## src/rtl/fetch_buf.sv

```systemverilog
// fetch_buf: rv32i instruction-fetch unit.
// Owns the program counter, issues word fetches over a req/gnt/rvalid
// instruction-memory port, and queues returned instructions (with their PCs)
// in a DEPTH-entry in-order buffer that feeds decode via valid/ready.
// A redirect flushes the buffer and discards every in-flight response.
// Optional feature macro: FETCH_MISALIGN_CHK_EN (misaligned-redirect flag + halt).
module fetch_buf #(
   parameter logic [31:0] RESET_PC = 32'h0000_0000,
   parameter int unsigned DEPTH    = 4
) (
   input  logic        clk_i,
   input  logic        rst_i,
   input  logic        en_i,
   input  logic        fet_pc_update_i,
   input  logic [31:0] fet_pc_i,
   output logic        imem_req_o,
   output logic [31:0] imem_addr_o,
   input  logic        imem_gnt_i,
   input  logic        imem_rvalid_i,
   input  logic [31:0] imem_rdata_i,
   output logic        ins_valid_o,
   output logic [31:0] ins_pc_o,
   output logic [31:0] ins_data_o,
   input  logic        ins_ready_i,
   output logic        fet_misalign_o
);

   localparam int unsigned PW = $clog2(DEPTH);
   localparam int unsigned CW = PW + 1;
   // Drop counter carries extra headroom: back-to-back redirects can stack
   // more unanswered fetches than the queue itself holds.
   localparam int unsigned DW = PW + 3;

   logic [31:0]       req_pc_q, req_pc_d;
   logic              start_q;
   logic [31:0]       pc_q   [DEPTH];
   logic [31:0]       data_q [DEPTH];
   logic [DEPTH-1:0]  filled_q, filled_d;
   logic [PW-1:0]     alloc_ptr_q, alloc_ptr_d;
   logic [PW-1:0]     fill_ptr_q, fill_ptr_d;
   logic [PW-1:0]     head_ptr_q, head_ptr_d;
   logic [CW-1:0]     alloc_cnt_q, alloc_cnt_d;
   logic [CW-1:0]     pend_cnt_q, pend_cnt_d;   // allocated, awaiting data
   logic [DW-1:0]     drop_cnt_q, drop_cnt_d;   // stale responses to discard

   logic              halted_s;
   logic [31:0]       tgt_s;
   logic              grant_s;
   logic              pop_s;
   logic              drop_rsp_s;
   logic              keep_rsp_s;
   logic              rsp_any_s;

`ifdef FETCH_MISALIGN_CHK_EN
   logic halted_q, halted_d;
   logic misalign_q, misalign_d;

   assign tgt_s          = fet_pc_i;
   assign halted_s       = halted_q;
   assign fet_misalign_o = misalign_q;

   // Misaligned redirect: one-cycle flag and halt until an aligned redirect.
   always_comb begin
      halted_d   = halted_q;
      misalign_d = 1'b0;
      if (fet_pc_update_i) begin
         halted_d   = (fet_pc_i[1:0] != 2'b00);
         misalign_d = (fet_pc_i[1:0] != 2'b00);
      end else begin
         halted_d   = halted_q;
      end
   end

   // Halt / misalign flag registers.
   always_ff @(posedge clk_i) begin
      if (rst_i) begin
         halted_q   <= 1'b0;
         misalign_q <= 1'b0;
      end else begin
         halted_q   <= halted_d;
         misalign_q <= misalign_d;
      end
   end
`else
   // Low address bits of a redirect target are simply ignored.
   assign tgt_s          = fet_pc_i & 32'hFFFF_FFFC;
   assign halted_s       = 1'b0;
   assign fet_misalign_o = 1'b0;
`endif

   assign imem_req_o  = start_q & en_i & ~fet_pc_update_i & ~halted_s &
                        (alloc_cnt_q < CW'(DEPTH));
   assign imem_addr_o = req_pc_q;
   assign ins_valid_o = (alloc_cnt_q != {CW{1'b0}}) & filled_q[head_ptr_q];
   assign ins_pc_o    = pc_q[head_ptr_q];
   assign ins_data_o  = data_q[head_ptr_q];

   assign grant_s    = imem_req_o & imem_gnt_i;
   assign pop_s      = ins_valid_o & ins_ready_i & ~fet_pc_update_i;
   assign drop_rsp_s = imem_rvalid_i & (drop_cnt_q != {DW{1'b0}});
   assign keep_rsp_s = imem_rvalid_i & (drop_cnt_q == {DW{1'b0}}) &
                       (pend_cnt_q != {CW{1'b0}});
   assign rsp_any_s  = drop_rsp_s | keep_rsp_s;

   // Next-state for PC, pointers, counters and fill flags.
   always_comb begin
      req_pc_d    = req_pc_q;
      filled_d    = filled_q;
      alloc_ptr_d = alloc_ptr_q;
      fill_ptr_d  = fill_ptr_q;
      head_ptr_d  = head_ptr_q;
      alloc_cnt_d = alloc_cnt_q;
      pend_cnt_d  = pend_cnt_q;
      drop_cnt_d  = drop_cnt_q;
      if (fet_pc_update_i) begin
         // Flush: everything still unanswered (less a response landing now)
         // must be discarded when it eventually returns.
         req_pc_d    = tgt_s;
         filled_d    = {DEPTH{1'b0}};
         alloc_ptr_d = {PW{1'b0}};
         fill_ptr_d  = {PW{1'b0}};
         head_ptr_d  = {PW{1'b0}};
         alloc_cnt_d = {CW{1'b0}};
         pend_cnt_d  = {CW{1'b0}};
         drop_cnt_d  = drop_cnt_q + DW'(pend_cnt_q) - DW'(rsp_any_s);
      end else begin
         if (grant_s) begin
            alloc_ptr_d = alloc_ptr_q + PW'(1);
            req_pc_d    = req_pc_q + 32'd4;
         end else begin
            alloc_ptr_d = alloc_ptr_q;
         end
         if (drop_rsp_s) begin
            drop_cnt_d = drop_cnt_q - DW'(1);
         end else if (keep_rsp_s) begin
            filled_d[fill_ptr_q] = 1'b1;
            fill_ptr_d           = fill_ptr_q + PW'(1);
         end else begin
            fill_ptr_d = fill_ptr_q;
         end
         if (pop_s) begin
            filled_d[head_ptr_q] = 1'b0;
            head_ptr_d           = head_ptr_q + PW'(1);
         end else begin
            head_ptr_d = head_ptr_q;
         end
         alloc_cnt_d = alloc_cnt_q + CW'(grant_s) - CW'(pop_s);
         pend_cnt_d  = pend_cnt_q + CW'(grant_s) - CW'(keep_rsp_s);
      end
   end

   // Control state registers.
   always_ff @(posedge clk_i) begin
      if (rst_i) begin
         req_pc_q    <= RESET_PC;
         start_q     <= 1'b0;
         filled_q    <= {DEPTH{1'b0}};
         alloc_ptr_q <= {PW{1'b0}};
         fill_ptr_q  <= {PW{1'b0}};
         head_ptr_q  <= {PW{1'b0}};
         alloc_cnt_q <= {CW{1'b0}};
         pend_cnt_q  <= {CW{1'b0}};
         drop_cnt_q  <= {DW{1'b0}};
      end else begin
         req_pc_q    <= req_pc_d;
         start_q     <= 1'b1;
         filled_q    <= filled_d;
         alloc_ptr_q <= alloc_ptr_d;
         fill_ptr_q  <= fill_ptr_d;
         head_ptr_q  <= head_ptr_d;
         alloc_cnt_q <= alloc_cnt_d;
         pend_cnt_q  <= pend_cnt_d;
         drop_cnt_q  <= drop_cnt_d;
      end
   end

   // Queue payload storage; contents are qualified by the fill flags.
   always_ff @(posedge clk_i) begin
      if (grant_s) begin
         pc_q[alloc_ptr_q] <= req_pc_q;
      end
      if (keep_rsp_s && !fet_pc_update_i) begin
         data_q[fill_ptr_q] <= imem_rdata_i;
      end
   end

endmodule
```

## config.mk

```make
export PLATFORM = sky130hd
export DESIGN_NAME = fetch_buf
export DESIGN_NICKNAME = d
export VERILOG_FILES = /design/src/rtl/fetch_buf.sv
export SDC_FILE = /design/constraint.sdc
export NUM_CORES = 1
export LEC_CHECK = 0
export BUFFER_PORTS_ARGS = -buffer_cell sky130_fd_sc_hd__buf_2
export CORE_ASPECT_RATIO = 0.9
export CORE_MARGIN = 4
export CORE_UTILIZATION = 25
export DETAILED_ROUTE_END_ITERATION = 8
export PLACE_DENSITY = 0.43
export SYNTH_ARGS = -nofsm -noshare
export SYNTH_HDL_FRONTEND = slang
export SYNTH_SLANG_ARGS = --single-unit
```

## constraint.sdc

```tcl
create_clock -name clk_i -period 5 [get_ports clk_i]
set_clock_uncertainty 0.15 [all_clocks]
set_input_delay 1.25 -clock clk_i [delete_from_list [all_inputs] [get_ports clk_i]]
set_output_delay 1.25 -clock clk_i [all_outputs]
set_load 0.05 [all_outputs]
```

## Word-level counts from Yosys, hierarchy flattened

Memories as Yosys holds them, arrays and structs flattened. A register that Yosys moved wholly into a read port is not among the register bits.
Cells that the tools add are included.

| cells by class | value |
|---|---|
| add/sub/neg operators | 11 |
| bitwise operators | 16 |
| mux-type cells | 23 |
| reductions and logical operators | 12 |
| order comparisons | 5 |

Operators by type and width:

| kind | number |
|---|---|
| 2-to-1 mux 32 bit | 2 |
| adder 32 x 3 -> 32 bit, second input constant | 1 |
| 2-to-1 mux 4 bit | 4 |
| bitwise AND 1 bit | 10 |
| 2-to-1 mux 5 bit | 2 |
| 2-to-1 mux 1 bit | 8 |
| 2-to-1 mux 2 bit | 4 |
| adder 2 x 1 -> 2 bit, second input constant | 3 |
| adder 3 x 1 -> 3 bit | 2 |
| less-than comparator 2 x 3 -> 1 bit, second input constant | 2 |
| nonzero test 3 bit | 2 |
| subtractor 3 x 1 -> 3 bit | 2 |
| adder 5 x 3 -> 5 bit | 1 |
| logical NOT 5 bit | 1 |
| nonzero test 5 bit | 1 |
| subtractor 5 x 1 -> 5 bit | 1 |
| subtractor 5 x 1 -> 5 bit, second input constant | 1 |
| bitwise AND 4 bit | 1 |
| demux 1 bit (select 2 bit) | 2 |
| >= comparator 2 x 1 -> 1 bit, second input constant | 2 |
| inverter 4 bit | 1 |
| OR 4 bit | 1 |
| nonzero test 2 bit | 2 |
| logical AND 1 bit | 3 |
| 7 further kinds | 8 |

| word-level totals | value |
|---|---|
| output and inout port bits | 99 |
| register bits after elaboration | 54 |
| memories | 2 |
| input port bits | 71 |
| memory bits (writable) | 256 |

Memory list:

| memory | depth | width | rd ports | clocked after Yosys merged registers in | write ports | RTL line | text |
|---|---|---|---|---|---|---|---|
| data_q | 4 | 32 | 1 | 1 | 1 | 37 | `logic [31:0] data_q [DEPTH];` |
| pc_q | 4 | 32 | 1 | 1 | 1 | 36 | `logic [31:0] pc_q [DEPTH];` |

## Logic depth before layout (Yosys ltp)

| depth | value |
|---|---|
| depth in word-level cells | 10 |
| mapped depth | 16 |
| depth with buffers taken out | 15 |

## Least setup slack after synthesis

Ideal clock, no wire load.

| timing path | value |
|---|---|
| kind | input -> register |
| from | input port imem_rvalid_i |
| to | register drop_cnt_q[4] |
| cell stages on the path | 13 |
| data required time | 4.729 ns |
| library setup time | 0.121 ns |
| buffers on the path | 1 |
| arrival | 3.547 ns |
| slack | 1.183 ns |
| cell sequence | o311a_1 buf_2 or2_2 ha_1 inv_1 ha_1 inv_1 fa_1 nor2b_1 o21ai_0 a211oi_1 o21ba_2 mux2_2 |

| on the way | value |
|---|---|
| cells in the longest elaborated chain, start to end | 5 |

Ends and longest elaborated chain:

| what | RTL line | text |
|---|---|---|
| start, declared | 19 | `input logic imem_rvalid_i,` |
| bitwise AND 1 bit (2 in a row) | 101 | `assign keep_rsp_s = imem_rvalid_i & (drop_cnt_q == {DW{1'b0}}) &` |
| OR 1 bit | 103 | `assign rsp_any_s = drop_rsp_s \| keep_rsp_s;` |
| subtractor 5 x 1 -> 5 bit | 125 | `drop_cnt_d = drop_cnt_q + DW'(pend_cnt_q) - DW'(rsp_any_s);` |
| 2-to-1 mux 5 bit | 115 | `if (fet_pc_update_i) begin` |
| end signal, assigned | 163 | `drop_cnt_q <= {DW{1'b0}};` |
| end signal, assigned | 173 | `drop_cnt_q <= drop_cnt_d;` |
| end, declared | 44 | `logic [DW-1:0] drop_cnt_q, drop_cnt_d;` |

Parallel ways exist; a longest one is shown, timed or not.
A chain may end at the register's enable or synchronous reset.

==> out/qor.yml <==
worst_setup_path:
  cp-start-kind: "flip-flop"
  crit_path_end_kind: "output pin"
  worst_r2r_path_depth: 16
  reg2reg_slack_ns: 1.25
  required_ns: 3.60
  r2r_start: "drop_cnt_q[0]"
  reg2reg_to: "drop_cnt_q[4]"
  crit_fanout: 51
  crit_type: "flip-flop to output pin"
  arrival_ns: 2.41
cts:
  postCtsSetupBuffers: 0
  hold_buffers: 0
  cts_tree: "done"
  ctsHtreeMaxLevel: 2
  clk_pin_slew_worst_paths_ns: 0.06
  cts_buffer_depth: 3
  cts_inserted_buffers: 36
  cts-resized-gates: 0
  cts.root.buffer_cell: "clkbuf_16"
  cts_sinks: 302
  worstSkewPairLatency_ns: 0.54
sta:
  finalSetupViolations: 0
  relSlewSlack_pct: 35.85
  rsz0062_at_grt: "no"
  period_minus_slack_ns: 3.807
  max_freq_mhz: 262.7
  slew_viol_final: 0
  tns_ns: 0
  finalHoldViolCount: 0
  period_share_pct: 76.13
  tightestPinTransition_ns: 0.9622
  setup_ws_ns: 1.193
finish:
  drive_above_1_share_pct: 33.19
  area_growth_pct: 21.73
  seq_area_mm2: 0.008536
  multi_input_area_mm2: 0.003428
  fillers: 4807
  nNetsFinal: 997
min_path:
  hold_class: "flip-flop to flip-flop"
  whs_path_depth: 2
  min_from: "alloc_ptr_q[1]"
  min_to: "alloc_ptr_q[1]"
floorplan:
  die_w_um: 241.3
  dieHeight_um: 218.0
  dieArea_mm2: 0.05261
  coreArea_mm2: 0.04812
  num_rows: 76
  io_pins: 170
  start_util_pct: 25.46
global_routing:
  antenna_found_initial: 7
  grt_first_pass_wirelength_mm: 46.51
  grt_pass1_vias: 7215
  track_usage_pct: 11.80
  grt_overflow_total: 0
  grt_max_degree: 52
detailed_routing:
  routed_wl_mm: 30.95
  routed.top_layer: "met5"
  vias: 6873
  wl_met3_mm: 1.462
  firstDrtPassIters: 5
  drt-met1-wl_mm: 14.30
  ant_nets: 0
  drc_errors: 0
  vias_per_cell: 4.426
  drt-wirelength-per-cell_um: 19.93
  dr_wl_met2_mm: 14.23
  drt_iter0_markers: 378
logic_synthesis:
  yosysMostFrequentCell: "edfxtp_1"
  ys_warn_count: 0
  synthTopCellsByArea: "edfxtp_1 61%, mux4_2 12%, dfxtp_1 8.8%"
  synthFlopType: "edfxtp_1"
  ys_types: 56
  async_flop_share_pct: 0
  synth-edff-count: 248
  synth.avg_cell_area_um2: 17.01
  synth_commonest_cells: "248 x edfxtp_1, 63 x mux4_2, 54 x dfxtp_1"
  ys_seq_area_share_pct: 69.62
  netlist_area_mm2: 0.01225
  synth_seq_cells: 302
  yosys.area.top_type: "edfxtp_1"
  netlist_instances: 720
  synth_top_area_share_pct: 60.80
placement:
  gp_congestion: 0.7543
  place_ws_ns: 0.8694
  hpwl_mm: 19.56
  port_buffers: 162
power_and_ir_drop:
  ir_worst_vdd_v: 0.0001866
  p_per_area_mw_per_mm2: 381.8
  leakagePower_nw: 5.137
flow_run:
  max_cap_viol_count: 0
run_status:
  status: "finished, final reports clean"
==> registers in the layout (all words and copies together) (netlist names), 3 cells and up, named ones only <==
register	flops
data_q	128
pc_q	120
imem_addr_o	30
drop_cnt_q	5
filled_q	4
alloc_cnt_q	3
pend_cnt_q	3
==> per-layer routing <==
| layer | vias up | track usage [%] |
|---|---|---|
| li1 | 3165 | - |
| met1 | 3511 | 16.18 |
| met2 | 128 | 18.09 |
| met3 | 61 | 2.946 |
| met4 | 8 | 4.532 |
| met5 | - | 0 |
==> per-stage QoR <==
stage	utilization [%]	hold WS (ns)	instances	instance area [µm²]	power (W)
2_1_floorplan	-	0.3192	724	12260	0.003137
3_3_place_gp	28.63	0.3392	1483	13770	0.003272
3_5_place_dp	28.63	0.3458	1483	13770	0.003274
4_1_cts	30.97	0.3540	1549	14900	0.005793
5_1_grt	30.98	0.3815	1551	14910	0.005942
6_report	30.99	0.3506	1553	14910	0.005692
==> cells by family after synthesis <==
logic type / share of synthesized area (%)
other: 0.03061
AOI/OAI and AO/OA: 3.453
and+or+nand+nor: 6.548
muxes: 12.36
DFF: 69.62
buffers and inverters: 2.554
xor gates and xnor gates: 2.288
adders and majority gates: 3.146
==> worst max-delay path: stages, from the launching register on <==
cell and delay (ns):
dfxtp_4 0.55, buf_12 0.43, mux4_2 0.62, buf_2 0.24
==> cell type report <==
class / count / area share [%]
Antenna cell: 4 / 0.06713
Clock buffer: 44 / 6.596
Clock inverter: 22 / 0.9566
Inverter: 31 / 0.7972
Multi-Input combinational cell: 354 / 22.99
Sequential cell: 302 / 57.25
Tap cell: 624 / 5.236
Timing Repair Buffer: 172 / 6.109
==> layout by cell type (no fill, tap or decap), drive strengths merged, types with 9 or more instances in the layout <==
master | synthesis | layout
a211oi | 15 | 15
a21oi | 22 | 22
and2 | 9 | 9
and3 | 15 | 15
buf | 20 | 172
clkbuf | 17 | 44
clkinv | 0 | 21
dfxtp | 54 | 54
edfxtp | 248 | 248
ha | 26 | 26
inv | 31 | 31
mux4 | 63 | 63
nand2 | 33 | 33
nand3 | 13 | 13
nand4 | 16 | 16
nor2 | 37 | 37
xnor2 | 16 | 16
xor2 | 16 | 16
==> worst max-delay path by stage <==
stage                    end  slack (ns)  cells after the start
2_1_floorplan  drop_cnt_q[4]        1.18                     13
3_3_place_gp   drop_cnt_q[4]        0.87                     13
3_5_place_dp   drop_cnt_q[4]        0.87                     13
4_1_cts         ins_pc_o[29]        1.08                      3
5_1_grt        drop_cnt_q[4]        1.01                     16
6_report        ins_pc_o[29]        1.19                      3
==> where the power goes <==
group / leakage, nW / internal (W) / total [W] / switching, W
Sequential: 2.72 / 0.00276 / 0.00282 / 0.0000595
Combinational: 1.85 / 0.000155 / 0.000401 / 0.000246
Clock: 0.564 / 0.00146 / 0.00248 / 0.00102
Note: power is estimated with default switching activity, not from simulation.
